$ cat src/rtl/multi_timer.sv
// Multi-channel down-counting timer for the 6502 bus: per-channel prescaler,
// one-shot/periodic modes, multi-byte COUNT snapshot and a shared IRQ.
module multi_timer #(
    parameter int unsigned N_CH   = 4,
    parameter int unsigned WIDTH  = 16,
    parameter int unsigned ADDR_W = $clog2(N_CH) + 4
) (
    input  logic              clk,
    input  logic              reset,
    input  logic              cs,
    input  logic              rwb,
    input  logic [ADDR_W-1:0] addr,
    input  logic [7:0]        i_data,
    output logic [7:0]        o_data,
    output logic              irqb
);

    localparam int unsigned CF_W    = (ADDR_W > 4) ? ADDR_W - 4 : 1;
    localparam int unsigned N_BYTES = WIDTH / 8;

    logic [CF_W-1:0] ch_sel;
    logic [3:0]      off;
    logic            wr_en;
    logic            rd_en;

    logic [N_CH-1:0] en_q, en_d;
    logic [N_CH-1:0] periodic_q, periodic_d;
    logic [N_CH-1:0] ie_q, ie_d;
    logic [N_CH-1:0] flag_q, flag_d;
    logic [7:0]       prescale_q [N_CH];
    logic [7:0]       prescale_d [N_CH];
    logic [7:0]       pcnt_q     [N_CH];
    logic [7:0]       pcnt_d     [N_CH];
    logic [WIDTH-1:0] reload_q   [N_CH];
    logic [WIDTH-1:0] reload_d   [N_CH];
    logic [WIDTH-1:0] count_q    [N_CH];
    logic [WIDTH-1:0] count_d    [N_CH];
    logic [WIDTH-1:0] snap_q     [N_CH];
    logic [WIDTH-1:0] snap_d     [N_CH];
    logic             irqb_q, irqb_d;

    logic [N_CH-1:0] ch_hit;
    logic [N_CH-1:0] tick;
    logic [N_CH-1:0] flag_set;
    logic [N_CH-1:0] flag_clr;

    // Keep the full channel field so indices >= N_CH never alias a real channel.
    generate
        if (ADDR_W > 4) begin : g_ch_field
            assign ch_sel = addr[ADDR_W-1:4];
        end else begin : g_ch_none
            assign ch_sel = '0;
        end
    endgenerate

    assign off   = addr[3:0];
    assign wr_en = cs & ~rwb;
    assign rd_en = cs & rwb;
    assign irqb  = irqb_q;

    always_comb begin
        ch_hit = '0;
        tick   = '0;
        for (int i = 0; i < N_CH; i++) begin
            ch_hit[i] = (ch_sel == CF_W'(i));
            // >= rather than == so lowering PRESCALE mid-count cannot strand pcnt.
            tick[i]   = en_q[i] && (pcnt_q[i] >= prescale_q[i]);
        end
    end

    always_comb begin
        en_d       = en_q;
        periodic_d = periodic_q;
        ie_d       = ie_q;
        flag_d     = flag_q;
        prescale_d = prescale_q;
        pcnt_d     = pcnt_q;
        reload_d   = reload_q;
        count_d    = count_q;
        snap_d     = snap_q;
        flag_set   = '0;
        flag_clr   = '0;
        irqb_d     = ~|(flag_q & ie_q);

        for (int i = 0; i < N_CH; i++) begin
            if (en_q[i]) begin
                pcnt_d[i] = tick[i] ? 8'd0 : pcnt_q[i] + 8'd1;
            end

            if (tick[i]) begin
                if (count_q[i] != '0) begin
                    count_d[i] = count_q[i] - WIDTH'(1);
                end else begin
                    flag_set[i] = 1'b1;
                    if (periodic_q[i]) begin
                        count_d[i] = reload_q[i];
                    end else begin
                        en_d[i] = 1'b0;
                    end
                end
            end

            if (wr_en && ch_hit[i]) begin
                case (off)
                    4'd0: begin
                        en_d[i]       = i_data[0];
                        periodic_d[i] = i_data[1];
                        ie_d[i]       = i_data[2];
                        if ((i_data[0] && !en_q[i]) || i_data[3]) begin
                            count_d[i] = reload_q[i];
                            pcnt_d[i]  = 8'd0;
                        end
                    end
                    4'd1:    flag_clr[i]   = i_data[0];
                    4'd2:    prescale_d[i] = i_data;
                    default: ;
                endcase
                for (int b = 0; b < N_BYTES; b++) begin
                    if (off == 4'(4 + b)) begin
                        reload_d[i][8*b +: 8] = i_data;
                    end
                end
            end

            if (rd_en && ch_hit[i] && (off == 4'd8)) begin
                snap_d[i] = count_q[i];
            end

            // A tick setting FLAG beats a same-cycle write-1-clear.
            flag_d[i] = (flag_q[i] & ~flag_clr[i]) | flag_set[i];
        end
    end

    always_comb begin
        o_data = 8'h00;
        if (cs) begin
            for (int i = 0; i < N_CH; i++) begin
                if (ch_hit[i]) begin
                    case (off)
                        4'd0:    o_data = {5'b0, ie_q[i], periodic_q[i], en_q[i]};
                        4'd1:    o_data = {6'b0, en_q[i], flag_q[i]};
                        4'd2:    o_data = prescale_q[i];
                        4'd8:    o_data = count_q[i][7:0];
                        default: begin
                            for (int b = 0; b < N_BYTES; b++) begin
                                if (off == 4'(4 + b)) begin
                                    o_data = reload_q[i][8*b +: 8];
                                end
                            end
                            for (int b = 1; b < N_BYTES; b++) begin
                                if (off == 4'(8 + b)) begin
                                    o_data = snap_q[i][8*b +: 8];
                                end
                            end
                        end
                    endcase
                end
            end
        end
    end

    always_ff @(posedge clk) begin
        if (reset) begin
            en_q       <= '0;
            periodic_q <= '0;
            ie_q       <= '0;
            flag_q     <= '0;
            prescale_q <= '{default: '0};
            pcnt_q     <= '{default: '0};
            reload_q   <= '{default: '0};
            count_q    <= '{default: '0};
            snap_q     <= '{default: '0};
            irqb_q     <= 1'b1;
        end else begin
            en_q       <= en_d;
            periodic_q <= periodic_d;
            ie_q       <= ie_d;
            flag_q     <= flag_d;
            prescale_q <= prescale_d;
            pcnt_q     <= pcnt_d;
            reload_q   <= reload_d;
            count_q    <= count_d;
            snap_q     <= snap_d;
            irqb_q     <= irqb_d;
        end
    end

endmodule
$ cat config.mk
export PLATFORM = sky130hd
export DESIGN_NAME = multi_timer
export DESIGN_NICKNAME = d
export VERILOG_FILES = /design/src/rtl/multi_timer.sv
export SDC_FILE = /design/constraint.sdc
export NUM_CORES = 1
export LEC_CHECK = 0
export ABC_AREA = 1
export CORE_ASPECT_RATIO = 0.7
export CORE_MARGIN = 3
export CORE_UTILIZATION = 45
export CTS_BUF_LIST = sky130_fd_sc_hd__clkbuf_2
export DETAILED_ROUTE_END_ITERATION = 10
export MAX_ROUTING_LAYER = met4
export PLACE_DENSITY_LB_ADDON = 0.25
export SLEW_MARGIN = 25
export SYNTH_ARGS = -nofsm -noshare
export SYNTH_HDL_FRONTEND = slang
export SYNTH_SLANG_ARGS = --single-unit
export TNS_END_PERCENT = 20
$ cat constraint.sdc
create_clock -name clk -period 7.2 [get_ports clk]
set_input_delay 1.44 -clock clk [delete_from_list [all_inputs] [get_ports clk]]
set_output_delay 1.44 -clock clk [all_outputs]
set_load 0.05 [all_outputs]
## Word-level counts from Yosys, hierarchy flattened

Cells that the tools add are included.

| word-level totals | value |
|---|---|
| register bits after elaboration | 273 |
| input bits | 18 |
| output and inout bits | 9 |
| word-level logic and storage cells | 222 |

| operators by class | value |
|---|---|
| muxes and demuxes | 98 |
| equal/unequal tests | 9 |
| bitwise operators | 16 |
| order comparisons | 4 |
| add/subtract/negate cells | 8 |
| reduce and logical (&&, ||, !) cells | 52 |

Operators by type and width:

| operator | number |
|---|---|
| $mux W16 | 24 |
| $mux W8 | 37 |
| $pmux W8 S4 | 4 |
| $reduce_bool A16 Y1 | 4 |
| $sub A16 B1 Y16 const B | 4 |
| $mux W1 | 33 |
| $add A8 B1 Y8 const B | 4 |
| $ge A8 B8 Y1 | 4 |
| $reduce_and A2 Y1 | 16 |
| $logic_and A1 B1 Y1 | 20 |
| $eq A4 B3 Y1 const B | 2 |
| $eq A4 B4 Y1 const B | 2 |
| $and A1 B1 Y1 | 6 |
| $logic_not A1 Y1 | 5 |
| $not A1 Y1 | 5 |
| $and A4 B4 Y4 | 1 |
| $eq A2 B2 Y1 const B | 2 |
| $eq A4 B1 Y1 const B | 1 |
| $eq A4 B2 Y1 const B | 1 |
| $logic_not A4 Y1 | 1 |
| $logic_or A1 B1 Y1 | 4 |
| $or A1 B1 Y1 | 4 |
| $reduce_or A4 Y1 | 1 |
| $eq A2 B1 Y1 const B | 1 |
| $logic_not A2 Y1 | 1 |

## Longest topological paths before layout

| depth | value |
|---|---|
| depth after elaboration | 22 |
| depth in mapped cells | 27 |

## Worst setup path before layout

Ideal clock, no wire load.

| timing | value |
|---|---|
| kind | input port to output port |
| start | input addr[3] |
| end | output o_data[0] |
| data arrival time | 3.649 ns |
| buffers on the path | 1 |
| data required time | 5.760 ns |
| setup slack | 2.111 ns |
| stages | 20 |
| cells stage by stage | nor2_2 > nand2_1 > nand2_4 > buf_6 > a21oi_1 > o211ai_1 > nand2_1 > o21ai_1 > nor2_1 > o21ai_1 > nand2_1 > nand2_1 > a21oi_1 > nand2_1 > nand2_1 > nand2_1 > nand2_1 > nand2_1 > nand2_1 > a21oi_1 |

| on the way | value |
|---|---|
| longest elaborated chain between the ends | 22 |
| elaborated cells between the ends (all ways) | 28 |
| those cells by class | 6 x eq/ne; 21 x mux; 1 x reduce/logical |

Ends and longest elaborated chain:

| what | RTL line | text |
|---|---|---|
| from (decl) | 12 | `input logic [ADDR_W-1:0] addr,` |
| $eq A4 B3 Y1 | 146 | `if (off == 4'(4 + b)) begin` |
| $mux W8 (2 in series) | 146 |  |
| $mux W8 | 151 | `if (off == 4'(8 + b)) begin` |
| $pmux W8 S4 | 139 | `case (off)` |
| $mux W8 | 138 | `if (ch_hit[i]) begin` |
| $mux W8 (2 in series) | 146 |  |
| $mux W8 | 151 |  |
| $pmux W8 S4 | 139 |  |
| [3 not listed] | n/a |  |
| $mux W8 | 151 |  |
| $pmux W8 S4 | 139 |  |
| $mux W8 | 138 |  |
| $mux W8 (2 in series) | 146 |  |
| $mux W8 | 151 |  |
| $pmux W8 S4 | 139 |  |
| $mux W8 * | 138 |  |
| $mux W8 * | 136 | `if (cs) begin` |
| to (decl) | 14 | `output logic [7:0] o_data,` |

Every way passes the cells marked *; elsewhere a longest branch is shown, timed or not.

## Worst setup path in the final report

| timing | value |
|---|---|
| start | input addr[1] |
| end | output o_data[0] |

The elaborated chain is that of the path after synthesis.

==> impl_metrics.py <==
metrics = {
    "detailed_routing": {
        "drtAntennaViolNets": 0,
        "routed-via-count": 15050,
        "drcViolationCount": 0,
        "postRouteWirelength_mm": 50.95,
        "number_of_detailed_route_iterations_in_the_first_pass": 6,
        "drt-vias-per-instance": 5.733,
        "drt-wirelength-per-cell_um": 19.40,
        "count_of_routing_violations_after_the_opening_detailed_route_iteration": 1881,
    },
    "die": {
        "top_level_ports": 27,
        "starting_density_of_the_core": 0.4592,
        "dieHeight_um": 155.5,
        "design.core.area_um2": 31280,
        "die-width_um": 219.5,
        "floorplan.rows": 54,
        "full_die_area_um2": 34130,
    },
    "timing": {
        "timing.final.max_slew_violations": 0,
        "final_period_minus_worst_setup_slack_ns": 6.447,
        "final-hold-violation-count": 0,
        "timing.final.setup_violations": 0,
        "fmax_ghz": 0.1551,
        "finalHoldWorstSlack_ns": 0.4951,
        "final.setup.tns_ns": 0,
        "clock-skew-final_ns": 0.08977,
        "fin_crit_sh": 0.8954,
        "worst_slew_margin_rel": 0.2046,
        "unrepaired_setup_endpoints_after_global_routing": "false",
        "timing_worst_slew_pin_value_ns": 1.189,
    },
    "place": {
        "dp_hpwl_mm": 35.59,
        "gp_congestion": 1.023,
        "placement.cell_area_um2": 14720,
        "placement.io_buffers": 26,
        "placedCellCount": 2510,
    },
    "synth": {
        "synth-seq-area-share": 0.3359,
        "synth_enable_flop_cells": 0,
        "synth_fp_nets": 2229,
        "synth.ff_latch_count": 241,
        "syn_avg_cell_area_um2": 6.628,
        "largest_area_contributor_in_the_synthesized_netlist": "sky130_fd_sc_hd__dfxtp_1",
        "synthesis.area_um2": 14360,
        "yosys_warnings": 0,
        "synthArstFlopShare": 0,
        "ys_dominant_reg_cell": "sky130_fd_sc_hd__dfxtp_1",
        "netlist_top_cells_area": "sky130_fd_sc_hd__dfxtp_1 34%, sky130_fd_sc_hd__o21ai_0 9.3%, sky130_fd_sc_hd__nand2_1 8.6%",
        "ys_types": 50,
        "synthDominantCellAreaShare": 0.3359,
        "syn-instance-count": 2167,
    },
    "grt": {
        "grt_pass1_wl_mm": 78.86,
        "largest_net_degree_at_the_start_of_global_routing": 81,
        "number_of_antenna_violations_at_the_first_check_in_global_routing": 2,
        "track_usage": 0.3030,
        "top_usage_layer": "met1",
        "met3_grt_util": 0.06658,
        "gr-usage-met1": 0.4516,
        "globalRoute.totalOverflow": 0,
        "first_global_vias": 13500,
        "grt.met2_usage": 0.4034,
    },
    "final_layout": {
        "fin_util": 0.4886,
        "fin_area_um2": 15290,
        "flow.area_growth_from_synthesis_pct": 6.420,
        "most-common-layout-cells": "328 x sky130_fd_sc_hd__nand2_1, 298 x sky130_fd_sc_hd__nor2_1, 266 x sky130_fd_sc_hd__o21ai_0",
        "most_frequent_standard_cell_in_the_layout_excluding_fill_and_tap_cells": "sky130_fd_sc_hd__nand2_1",
        "instances_no_fill": 2626,
        "nNetsFinal": 2214,
        "layout_cells_sized_above_1": 0.06397,
        "filler_cell_count": 3245,
    },
    "hold_path": {
        "hp_start": "flag_q[0]",
        "worst_hold_path.endpoint": "flag_q[0]",
        "worst_hold_path.num_cells": 2,
        "min_delay_path_class": "flip-flop to flip-flop",
    },
    "setup_path": {
        "worst-path-max-fanout": 23,
        "flop2flop_setup_slack_ns": 3.97,
        "startpoint_type": "primary input",
        "timing.critical_path.arrival_ns": 5.01,
        "cpPeakStageDelay_ns": 0.63,
        "critical_path_buf_inv_count": 4,
        "r2r.worst_path.cells": 12,
        "crit_chain": "clkdlybuf4s50_1, inv_1, nor2_1, nand2_2, inv_1, nand2_1, o21ai_0, nor2_1, nand2_1, nand3_1, o21ai_1, nor2_1, o21ai_1, nand2_1, nand2_1, a21oi_1, nand2_1, nand2_1, nand2_1, nand2_1, nand2_1, nand2_1, a21oi_1, buf_4",
        "cp-end-kind": "primary output",
        "critPathMostFrequentCell": "sky130_fd_sc_hd__nand2_1",
        "path_class": "primary input to primary output",
        "crit_family": "buffers and inverters",
        "critPathRequiredTime_ns": 5.76,
        "r2r-start": "prescale_q[25]",
        "timing.rr.end": "pcnt_q[31]",
        "slowest_stage": "sky130_fd_sc_hd__inv_1",
    },
    "cts": {
        "holdBufCountCts": 0,
        "clk_root_buffer_cell": "sky130_fd_sc_hd__clkbuf_2",
        "skew_pair_late_insertion_delay_ns": 1.01,
        "tritoncts": "yes",
        "clkSlewWorstSetupHoldPaths_ns": 0.11,
        "tritoncts_num_sinks": 241,
        "max_root_sink_buffers": 3,
        "htree_num_levels": 2,
        "cts-resized-gates": 0,
        "cts_buffers": 60,
        "post_cts.repair.setup_buffers": 0,
    },
    "flow_run": {
        "maxCapViolations": 0,
    },
    "power": {
        "power.density_cell_area_nw_per_um2": 168.2,
        "p_int_mw": 1.760,
        "power.leakage_nw": 6.356,
        "power.clock.fraction": 0.380,
        "reported_net_switching_power_mw": 0.8106,
        "power.share.sequential": 0.522,
        "comb_power_share": 0.098,
        "irDropWorstVdd_uv": 94.42,
        "switching_share": 0.3153,
    },
    "outcome": {
        "status": "finished clean",
    },
}
power groups by stage:
stage | registers (mW) | logic, mW | clock network (mW)
floorplan | 1.37 | 0.171 | 0
global placement | 1.37 | 0.245 | 0
detailed placement | 1.37 | 0.247 | 0
CTS | 1.34 | 0.248 | 0.989
global route | 1.34 | 0.277 | 1.07
finish | 1.34 | 0.252 | 0.977
flip-flops by register name, indices dropped and copies added (netlist names):
register and flops:
periodic_q 4, flag_q 4, irqb 1, pcnt_q 32, reload_q 64, en_q 4, prescale_q 32, count_q 64
ie_q 4, snap_q 32
synth_stat cells (all sizes together) (2+ instances only):
master	number
xnor2	10
a221oi	17
a22oi	3
nor4	10
o22ai	25
a211oi	32
inv	259
o311ai	3
nor3	23
nand3b	3
a21boi	2
o21ai	270
o211ai	55
buf	23
dfxtp	241
nand4	13
nand3	64
clkinv	6
or2	4
nor2	307
a21oi	247
o2111ai	8
ha	44
a31oi	11
nand2	334
clkbuf	92
xor2	44
o221ai	9
metal layers:
metal	part of all wire	vias up	wire length, um
met5	0	-	0
met2	0.39	731	20010
met1	0.47	6924	24110
li1	-	7290	-
met4	0.028	0	1434
met3	0.11	109	5393
worst reg2reg max path, cell delays in order, from the launching register on:
cell	delay, ns
sky130_fd_sc_hd__dfxtp_1	0.38
sky130_fd_sc_hd__inv_1	0.08
sky130_fd_sc_hd__ha_1	0.31
sky130_fd_sc_hd__a21oi_1	0.13
sky130_fd_sc_hd__o21ai_0	0.09
sky130_fd_sc_hd__nand2_1	0.06
sky130_fd_sc_hd__o2111ai_1	0.14
sky130_fd_sc_hd__nand2_1	0.56
sky130_fd_sc_hd__clkinv_1	0.72
sky130_fd_sc_hd__nor2_1	0.25
sky130_fd_sc_hd__inv_1	0.13
sky130_fd_sc_hd__or2_2	0.29
sky130_fd_sc_hd__inv_1	0.05
worst max-delay path by stage:
stage	startpoint	end	slack, ns	depth (start not counted)
CTS	addr[1]	o_data[0]	0.80	24
detailed placement	addr[1]	o_data[0]	0.81	24
global route	addr[1]	o_data[4]	0.51	24
finish	addr[1]	o_data[0]	0.75	24
global placement	addr[1]	o_data[0]	0.91	24
floorplan	addr[3]	o_data[0]	2.11	20
stage by stage:
step | setup WS (ns) | power (mW)
finish | 0.7533 | 2.571
global route | 0.5089 | 2.687
CTS | 0.8017 | 2.578
detailed placement | 0.8114 | 1.619
global placement | 0.9105 | 1.617
floorplan | 2.111 | 1.541
logic make-up after synthesis:
logic type / Yosys count / share of synthesized area
XOR/XNOR: 54 / 0.03293
AND/OR/NAND/NOR: 759 / 0.2168
AO/OA/AOI/OAI: 688 / 0.2713
multiplexers: 1 / 0.0006969
buffers and inverters: 380 / 0.1041
flip-flops: 241 / 0.3359
adder cells (fa/ha/maj): 44 / 0.03833
final cells by class:
class / count / area, um^2 / area share
clock buffers: 82 / 410.4 / 0.02685
diodes: 2 / 5.005 / 0.0003274
multi-input cells: 1546 / 8044 / 0.5262
clock inverters: 32 / 153.9 / 0.01007
inverters: 265 / 997.2 / 0.06524
repair buffers: 38 / 325.3 / 0.02128
flip-flops and latches: 241 / 4825 / 0.3156
well taps: 420 / 525.5 / 0.03438
Note: power is estimated with default switching activity, not from simulation.
